--- config.mk ---
export PLATFORM = sky130hd
export DESIGN_NAME = ahb_master_port_flat
export DESIGN_NICKNAME = d
export VERILOG_FILES = /design/src/rtl/ahb_master_port_if.sv /design/src/rtl/ahb_master_port.sv /design/src/flat_wrapper.sv
export SDC_FILE = /design/constraint.sdc
export NUM_CORES = 1
export LEC_CHECK = 0
export CAP_MARGIN = 20
export CORE_MARGIN = 1
export CORE_UTILIZATION = 35
export DETAILED_ROUTE_END_ITERATION = 6
export GPL_TIMING_DRIVEN = 0
export SYNTH_ARGS = -nofsm -noshare
export SYNTH_HDL_FRONTEND = slang
export SYNTH_SLANG_ARGS = --single-unit
--- constraint.sdc ---
create_clock -name hclk -period 22.3 [get_ports hclk]
set_input_delay 6.69 -clock hclk [delete_from_list [all_inputs] [get_ports hclk]]
set_output_delay 6.69 -clock hclk [all_outputs]
set_load 0.02 [all_outputs]
--- src/rtl/ahb_master_port_if.sv ---
// Bundles the command/response handshake and AHB master-side bus signals of one
// ahb_master_port. The master modport is the port's view; slave is the environment's.
interface ahb_master_port_if #(
  parameter int unsigned ADDR_W = 32,
  parameter int unsigned DATA_W = 32
) ();
  logic              cmd_valid;
  logic              cmd_ready;
  logic              cmd_write;
  logic [1:0]        cmd_sel;
  logic [ADDR_W-1:0] cmd_addr;
  logic [DATA_W-1:0] cmd_wdata;
  logic              rsp_valid;
  logic [DATA_W-1:0] rsp_rdata;
  logic              rsp_err;
  logic              rsp_timeout;
  logic              hreq;
  logic              hgrant;
  logic [1:0]        sel;
  logic [ADDR_W-1:0] haddr;
  logic              hwrite;
  logic [1:0]        htrans;
  logic [DATA_W-1:0] hwdata;
  logic [DATA_W-1:0] hrdata;
  logic              hready;
  logic              hresp;

  modport master (
    input  cmd_valid, cmd_write, cmd_sel, cmd_addr, cmd_wdata, hgrant, hrdata, hready, hresp,
    output cmd_ready, rsp_valid, rsp_rdata, rsp_err, rsp_timeout, hreq, sel, haddr, hwrite,
           htrans, hwdata
  );

  modport slave (
    output cmd_valid, cmd_write, cmd_sel, cmd_addr, cmd_wdata, hgrant, hrdata, hready, hresp,
    input  cmd_ready, rsp_valid, rsp_rdata, rsp_err, rsp_timeout, hreq, sel, haddr, hwrite,
           htrans, hwdata
  );
endinterface

--- src/rtl/ahb_master_port.sv ---
// Bus-requesting AHB master endpoint: latches one command, requests the bus, runs a single
// transfer with bounded retry on ERROR and a grant timeout, then strobes one response.
// All outputs are registers updated alongside the state, so no input reaches an output
// combinationally.
module ahb_master_port #(
  parameter int unsigned ADDR_W        = 32,
  parameter int unsigned DATA_W        = 32,
  parameter int unsigned MAX_RETRY     = 2,
  parameter int unsigned GRANT_TIMEOUT = 16
) (
  input logic               hclk,
  input logic               hreset,
  ahb_master_port_if.master bus
);

  localparam int unsigned RetryW = (MAX_RETRY > 0) ? $clog2(MAX_RETRY + 1) : 1;
  localparam int unsigned TmoW   = (GRANT_TIMEOUT > 0) ? $clog2(GRANT_TIMEOUT + 1) : 1;
  localparam logic [RetryW-1:0] RetryMax = RetryW'(MAX_RETRY);
  // Value of the timeout counter on the last grant-less REQ cycle before aborting.
  localparam logic [TmoW-1:0]   TmoLast  = TmoW'(GRANT_TIMEOUT - 1);
  localparam logic [1:0]        TrIdle   = 2'b00;
  localparam logic [1:0]        TrNonseq = 2'b10;

  typedef enum logic [2:0] {StIdle, StReq, StAddr, StData, StResp} state_e;

  state_e             r_state;
  logic               r_write;
  logic [1:0]         r_sel;
  logic [ADDR_W-1:0]  r_addr;
  logic [DATA_W-1:0]  r_wdata;
  logic [RetryW-1:0]  r_retry;
  logic [TmoW-1:0]    r_tmo;

  logic               r_cmd_ready;
  logic               r_rsp_valid;
  logic [DATA_W-1:0]  r_rsp_rdata;
  logic               r_rsp_err;
  logic               r_rsp_timeout;
  logic               r_hreq;
  logic [1:0]         r_hsel;
  logic [ADDR_W-1:0]  r_haddr;
  logic               r_hwrite;
  logic [1:0]         r_htrans;
  logic [DATA_W-1:0]  r_hwdata;

  // State, command latch, counters and registered outputs for the destination state.
  always_ff @(posedge hclk or posedge hreset) begin
    if (hreset) begin
      r_state       <= StIdle;
      r_write       <= 1'b0;
      r_sel         <= 2'b00;
      r_addr        <= '0;
      r_wdata       <= '0;
      r_retry       <= '0;
      r_tmo         <= '0;
      r_cmd_ready   <= 1'b1;
      r_rsp_valid   <= 1'b0;
      r_rsp_rdata   <= '0;
      r_rsp_err     <= 1'b0;
      r_rsp_timeout <= 1'b0;
      r_hreq        <= 1'b0;
      r_hsel        <= 2'b00;
      r_haddr       <= '0;
      r_hwrite      <= 1'b0;
      r_htrans      <= TrIdle;
      r_hwdata      <= '0;
    end else begin
      unique case (r_state)
        StIdle: begin
          r_retry <= '0;
          r_tmo   <= '0;
          if (bus.cmd_valid) begin
            r_write     <= bus.cmd_write;
            r_sel       <= bus.cmd_sel;
            r_addr      <= bus.cmd_addr;
            r_wdata     <= bus.cmd_wdata;
            r_state     <= StReq;
            r_cmd_ready <= 1'b0;
            r_hreq      <= 1'b1;
            r_hsel      <= bus.cmd_sel;
          end
        end
        StReq: begin
          if (bus.hgrant) begin
            r_state  <= StAddr;
            r_htrans <= TrNonseq;
            r_haddr  <= r_addr;
            r_hwrite <= r_write;
          end else if (GRANT_TIMEOUT != 0) begin
            r_tmo <= r_tmo + 1'b1;
            if (r_tmo == TmoLast) begin
              r_state       <= StResp;
              r_hreq        <= 1'b0;
              r_hsel        <= 2'b00;
              r_rsp_valid   <= 1'b1;
              r_rsp_timeout <= 1'b1;
              r_rsp_err     <= 1'b0;
              r_rsp_rdata   <= '0;
            end
          end
        end
        StAddr: begin
          if (bus.hready) begin
            r_state  <= StData;
            r_hreq   <= 1'b0;
            r_htrans <= TrIdle;
            r_haddr  <= '0;
            r_hwrite <= 1'b0;
            r_hwdata <= r_write ? r_wdata : '0;
          end
        end
        StData: begin
          if (bus.hready) begin
            r_hwdata <= '0;
            if (!bus.hresp) begin
              r_state     <= StResp;
              r_hsel      <= 2'b00;
              r_rsp_valid <= 1'b1;
              r_rsp_err   <= 1'b0;
              r_rsp_rdata <= r_write ? '0 : bus.hrdata;
            end else if (r_retry < RetryMax) begin
              r_retry <= r_retry + 1'b1;
              r_tmo   <= '0;
              r_state <= StReq;
              r_hreq  <= 1'b1;
            end else begin
              r_state     <= StResp;
              r_hsel      <= 2'b00;
              r_rsp_valid <= 1'b1;
              r_rsp_err   <= 1'b1;
              r_rsp_rdata <= '0;
            end
          end
        end
        StResp: begin
          r_state       <= StIdle;
          r_cmd_ready   <= 1'b1;
          r_rsp_valid   <= 1'b0;
          r_rsp_err     <= 1'b0;
          r_rsp_timeout <= 1'b0;
          r_rsp_rdata   <= '0;
        end
        default: r_state <= StIdle;
      endcase
    end
  end

  assign bus.cmd_ready   = r_cmd_ready;
  assign bus.rsp_valid   = r_rsp_valid;
  assign bus.rsp_rdata   = r_rsp_rdata;
  assign bus.rsp_err     = r_rsp_err;
  assign bus.rsp_timeout = r_rsp_timeout;
  assign bus.hreq        = r_hreq;
  assign bus.sel         = r_hsel;
  assign bus.haddr       = r_haddr;
  assign bus.hwrite      = r_hwrite;
  assign bus.htrans      = r_htrans;
  assign bus.hwdata      = r_hwdata;

endmodule

--- src/flat_wrapper.sv ---
// flat-port wrapper written by rule: the top's interface ports become plain ports
module ahb_master_port_flat 
#(
  parameter int unsigned ADDR_W        = 32,
  parameter int unsigned DATA_W        = 32,
  parameter int unsigned MAX_RETRY     = 2,
  parameter int unsigned GRANT_TIMEOUT = 16
)
  (hclk, hreset, bus_cmd_valid, bus_cmd_write, bus_cmd_sel, bus_cmd_addr, bus_cmd_wdata, bus_hgrant, bus_hrdata, bus_hready, bus_hresp, bus_cmd_ready, bus_rsp_valid, bus_rsp_rdata, bus_rsp_err, bus_rsp_timeout, bus_hreq, bus_sel, bus_haddr, bus_hwrite, bus_htrans, bus_hwdata);
  ahb_master_port_if #(.ADDR_W(ADDR_W), .DATA_W(DATA_W)) bus_i ();
  input logic hclk;
  input logic hreset;
  input wire logic [$bits(bus_i.cmd_valid)-1:0] bus_cmd_valid;
  input wire logic [$bits(bus_i.cmd_write)-1:0] bus_cmd_write;
  input wire logic [$bits(bus_i.cmd_sel)-1:0] bus_cmd_sel;
  input wire logic [$bits(bus_i.cmd_addr)-1:0] bus_cmd_addr;
  input wire logic [$bits(bus_i.cmd_wdata)-1:0] bus_cmd_wdata;
  input wire logic [$bits(bus_i.hgrant)-1:0] bus_hgrant;
  input wire logic [$bits(bus_i.hrdata)-1:0] bus_hrdata;
  input wire logic [$bits(bus_i.hready)-1:0] bus_hready;
  input wire logic [$bits(bus_i.hresp)-1:0] bus_hresp;
  output wire logic [$bits(bus_i.cmd_ready)-1:0] bus_cmd_ready;
  output wire logic [$bits(bus_i.rsp_valid)-1:0] bus_rsp_valid;
  output wire logic [$bits(bus_i.rsp_rdata)-1:0] bus_rsp_rdata;
  output wire logic [$bits(bus_i.rsp_err)-1:0] bus_rsp_err;
  output wire logic [$bits(bus_i.rsp_timeout)-1:0] bus_rsp_timeout;
  output wire logic [$bits(bus_i.hreq)-1:0] bus_hreq;
  output wire logic [$bits(bus_i.sel)-1:0] bus_sel;
  output wire logic [$bits(bus_i.haddr)-1:0] bus_haddr;
  output wire logic [$bits(bus_i.hwrite)-1:0] bus_hwrite;
  output wire logic [$bits(bus_i.htrans)-1:0] bus_htrans;
  output wire logic [$bits(bus_i.hwdata)-1:0] bus_hwdata;
  assign bus_i.cmd_valid = bus_cmd_valid;
  assign bus_i.cmd_write = bus_cmd_write;
  assign bus_i.cmd_sel = bus_cmd_sel;
  assign bus_i.cmd_addr = bus_cmd_addr;
  assign bus_i.cmd_wdata = bus_cmd_wdata;
  assign bus_i.hgrant = bus_hgrant;
  assign bus_i.hrdata = bus_hrdata;
  assign bus_i.hready = bus_hready;
  assign bus_i.hresp = bus_hresp;
  assign bus_cmd_ready = bus_i.cmd_ready;
  assign bus_rsp_valid = bus_i.rsp_valid;
  assign bus_rsp_rdata = bus_i.rsp_rdata;
  assign bus_rsp_err = bus_i.rsp_err;
  assign bus_rsp_timeout = bus_i.rsp_timeout;
  assign bus_hreq = bus_i.hreq;
  assign bus_sel = bus_i.sel;
  assign bus_haddr = bus_i.haddr;
  assign bus_hwrite = bus_i.hwrite;
  assign bus_htrans = bus_i.htrans;
  assign bus_hwdata = bus_i.hwdata;
  ahb_master_port #(.ADDR_W(ADDR_W), .DATA_W(DATA_W), .MAX_RETRY(MAX_RETRY), .GRANT_TIMEOUT(GRANT_TIMEOUT)) u_core (.hclk(hclk), .hreset(hreset), .bus(bus_i));
endmodule
==> results.md <==
- I/O pins: 211
- Worst VDD drop: 0.0860 mV
- Slew @ Worst Pin: 0.620 ns
- Die Height: 144 um
- Gr ovfl total: 0
- Clk slew on worst S/H paths: 0.07 ns
- Slew Viols, Final: 0
- Synthesized cell area: 7090 um2
- Cell family with most CP delay: buffers and inverters
- Largest net degree at the start of global routing: 97
- Ys flop type: dfrtp_1
- CP max stage delay: 0.64 ns
- Crit path time final: 8.27 ns
- Post-CTS Resized: 0
- CTS tree: yes
- Sw Share: 0.358
- Antenna cells: 0
- Vias: 5094
- Layout fillers: 1754
- Period Utilization, post-route: 0.371
- DRC Markers: 0
- Post-Syn Instances: 538
- Chip Width: 144 um
- Area Growth Syn to Fin: 42.9%
- Gr usage total: 0.179
- Vias in the first global route: 5314
- Slowest-stage cell, CP: clkdlybuf4s50_1
- Worst clock skew: 0.0134 ns
- Placed cells: 1012
- Crit path capture type: output pin
- Pre-antenna DRT Iters: 4
- CP max FO: 2
- Synth unique cells: 45
- Critical Path AT: 1.58 ns
- Final Core Density: 0.516
- RSZ-0062 raised after global routing: no
- Post-CTS setup buffers: 0
- Clock Tree Buf Depth: 2
- Maximum clock rate: 0.121 GHz
- CP bufs+invs: 1
- Multi-input logic area: 2180 um2
- Initial Utilization: 0.361
- Sequential area share after synthesis: 0.635
- Critical path class: reg2out
- Register bit count reported by yosys: 180
- Vias per cell: 4.88
- RePlAce Congestion: 0.771
- Synth Warn #: 0
- Syn_area_per_cell: 13.2 um2
- Post-Layout Cell Count: 1044
- Commonest non-fill, non-tap cell in the layout: clkdlybuf4s50_1
- Switching power: 0.000511 W
- ANT nets after route: 0
- Startpoint class of the critical path: register
- Post-CTS Hold Buffers: 0
- Core area: 19700 um2
- Total routed wirelength: 17.9 mm
- Layout Nets: 873
- Hold crit path type: reg2reg
- Setup TNS: 0 ns
- Crit path required time: 15.61 ns
- Register area: 4510 um2
- DRT iter0 DRCs: 278
- Setup WS pre-CTS: 13.66 ns
- Max-cap violation count: 0
- Post-synth EDFFs: 0
- Syn nets: 645
- Status: complete, no violations
- Reg power frac: 0.384
- DP HPWL: 12.7 mm
- CTS Root Cell: clkbuf_16
- First-pass GRT wire length: 28.4 mm
- Clk sinks: 180
- Commonest non-fill, non-tap cells in the layout: clkdlybuf4s50_1 (208), dfrtp_1 (179), a22o_1 (65)
- CTS Buf Count: 17
- Final setup vio count: 0
- # rows: 51
- Input/output buffers: 208
- Setup ws final: 14.03 ns
- Hold Vio Cnt, Final: 0
- Layout cell share with drive strength beyond 1: 0.142
- P_int: 0.000915 W
- Asr flop ratio synth: 1.00
- Lkg Pwr: 4.39 nW
- CTS H-Tree Depth: 4
- Die ar.: 20800 um2
- WL/cell: 17.1 um
- Initial antenna violation count: 0
- Slew margin rel.: 0.586
- Ordered cell list for the critical path: clkdlybuf4s50_1
- Combinational power share: 0.410
- Power per cell area: 141 nW/um2
- Clock latency on the worst-skew pair: 0.43 ns
- Clock share of power: 0.206
cells in the mapped netlist, types with 3 or more instances:
library cell | instances | area share
mux2_2 | 38 | 0.060
buf_6 | 11 | 0.017
a21oi_1 | 3 | 0.0021
mux2_1 | 28 | 0.044
inv_1 | 38 | 0.020
nand3b_1 | 3 | 0.0032
o21ai_1 | 5 | 0.0035
nor2b_1 | 7 | 0.0062
a22o_1 | 65 | 0.080
nand2b_1 | 3 | 0.0026
a21o_1 | 4 | 0.0042
buf_2 | 19 | 0.013
clkbuf_1 | 3 | 0.0016
buf_4 | 4 | 0.0042
nand2_1 | 13 | 0.0069
nand3_1 | 33 | 0.023
nor2_1 | 4 | 0.0021
dfrtp_1 | 179 | 0.63
nor3_1 | 5 | 0.0035
o21ai_0 | 44 | 0.031
power by group through the flow:
stage | combinational [W] | sequential (W) | clock, W
after floorplan | 0.000260 | 0.000627 | 0
after global placement | 0.000576 | 0.000545 | 0
final | 0.000585 | 0.000548 | 0.000294
after detailed placement | 0.000590 | 0.000553 | 0
after global routing | 0.000632 | 0.000566 | 0.000315
after CTS | 0.000592 | 0.000548 | 0.000302
registers in the layout, indices dropped and copies added (netlist names):
register / cells
u_core.bus.haddr: 32
u_core.bus.hwdata: 32
u_core.bus.rsp_rdata: 32
u_core.r_addr: 32
u_core.r_wdata: 32
u_core.r_tmo: 5
u_core.r_state: 3
u_core.bus.sel: 2
u_core.r_retry: 2
u_core.bus.cmd_ready: 1
u_core.bus.hreq: 1
u_core.bus.htrans: 1
u_core.bus.hwrite: 1
u_core.bus.rsp_err: 1
u_core.bus.rsp_timeout: 1
u_core.bus.rsp_valid: 1
u_core.r_write: 1
area by class of cell:
| type | instances | area share |
|---|---|---|
| Buffer | 39 | 0.0264 |
| Clock buffer | 17 | 0.0420 |
| Clock inverter | 15 | 0.0164 |
| Inverter | 38 | 0.0148 |
| Multi-Input combinational cell | 281 | 0.215 |
| Sequential cell | 180 | 0.445 |
| Tap cell | 265 | 0.0327 |
| Timing Repair Buffer | 209 | 0.208 |
worst paths after layout:
path / from / to / slack, ns / depth (start not counted)
min in group asynchronous: hreset / u_core.bus.rsp_rdata[16]$_DFFE_PP0P_ / 6.72 / 2
max: u_core.bus.cmd_ready$_DFFE_PP1P_ / bus_cmd_ready / 14.03 / 1
max in group asynchronous: hreset / u_core.r_addr[18]$_DFFE_PP0P_ / 14.71 / 3
min: u_core.bus.cmd_ready$_DFFE_PP1P_ / u_core.bus.cmd_ready$_DFFE_PP1P_ / 0.46 / 2
max reg2reg: u_core.r_tmo[0]$_DFFE_PP0P_ / u_core.bus.rsp_rdata[3]$_DFFE_PP0P_ / 20.21 / 8
min reg2reg: u_core.bus.cmd_ready$_DFFE_PP1P_ / u_core.bus.cmd_ready$_DFFE_PP1P_ / 0.46 / 2
worst reg2reg max path: cells and delay by family, from the launching register on:
family | cells | cell delay (ns)
compound gates | 3 | 0.54
fa+ha+maj | 2 | 0.41
buf+inv | 1 | 0.27
flops | 1 | 0.40
simple gates | 2 | 0.36
cell families after synthesis:
kind of cell / count (synthesis) / share of synthesized area
AOI/OAI and AO/OA: 133 / 0.135
adders and majority gates: 2 / 0.00353
buffers and inverters: 77 / 0.0579
DFF: 180 / 0.635
muxes: 66 / 0.105
other: 1 / 0.000529
and+or+nand+nor: 79 / 0.0630
per-stage QoR:
| step | cell area (um2) | power [W] | hold slack [ns] |
|---|---|---|---|
| after floorplan | 7090 | 0.000887 | 0.443 |
| after global placement | 9510 | 0.00112 | 0.449 |
| after detailed placement | 9540 | 0.00114 | 0.454 |
| after CTS | 10100 | 0.00144 | 0.465 |
| after global routing | 10100 | 0.00151 | 0.498 |
| final | 10100 | 0.00143 | 0.464 |
routing by layer:
metal	vias up	wire, um	global-route usage
li1	2366	-	-
met1	2561	7880	0.226
met2	150	8810	0.299
met3	17	966	0.0480
met4	0	248	0.0515
met5	-	0	0
Note: power is estimated with default switching activity, not from simulation.
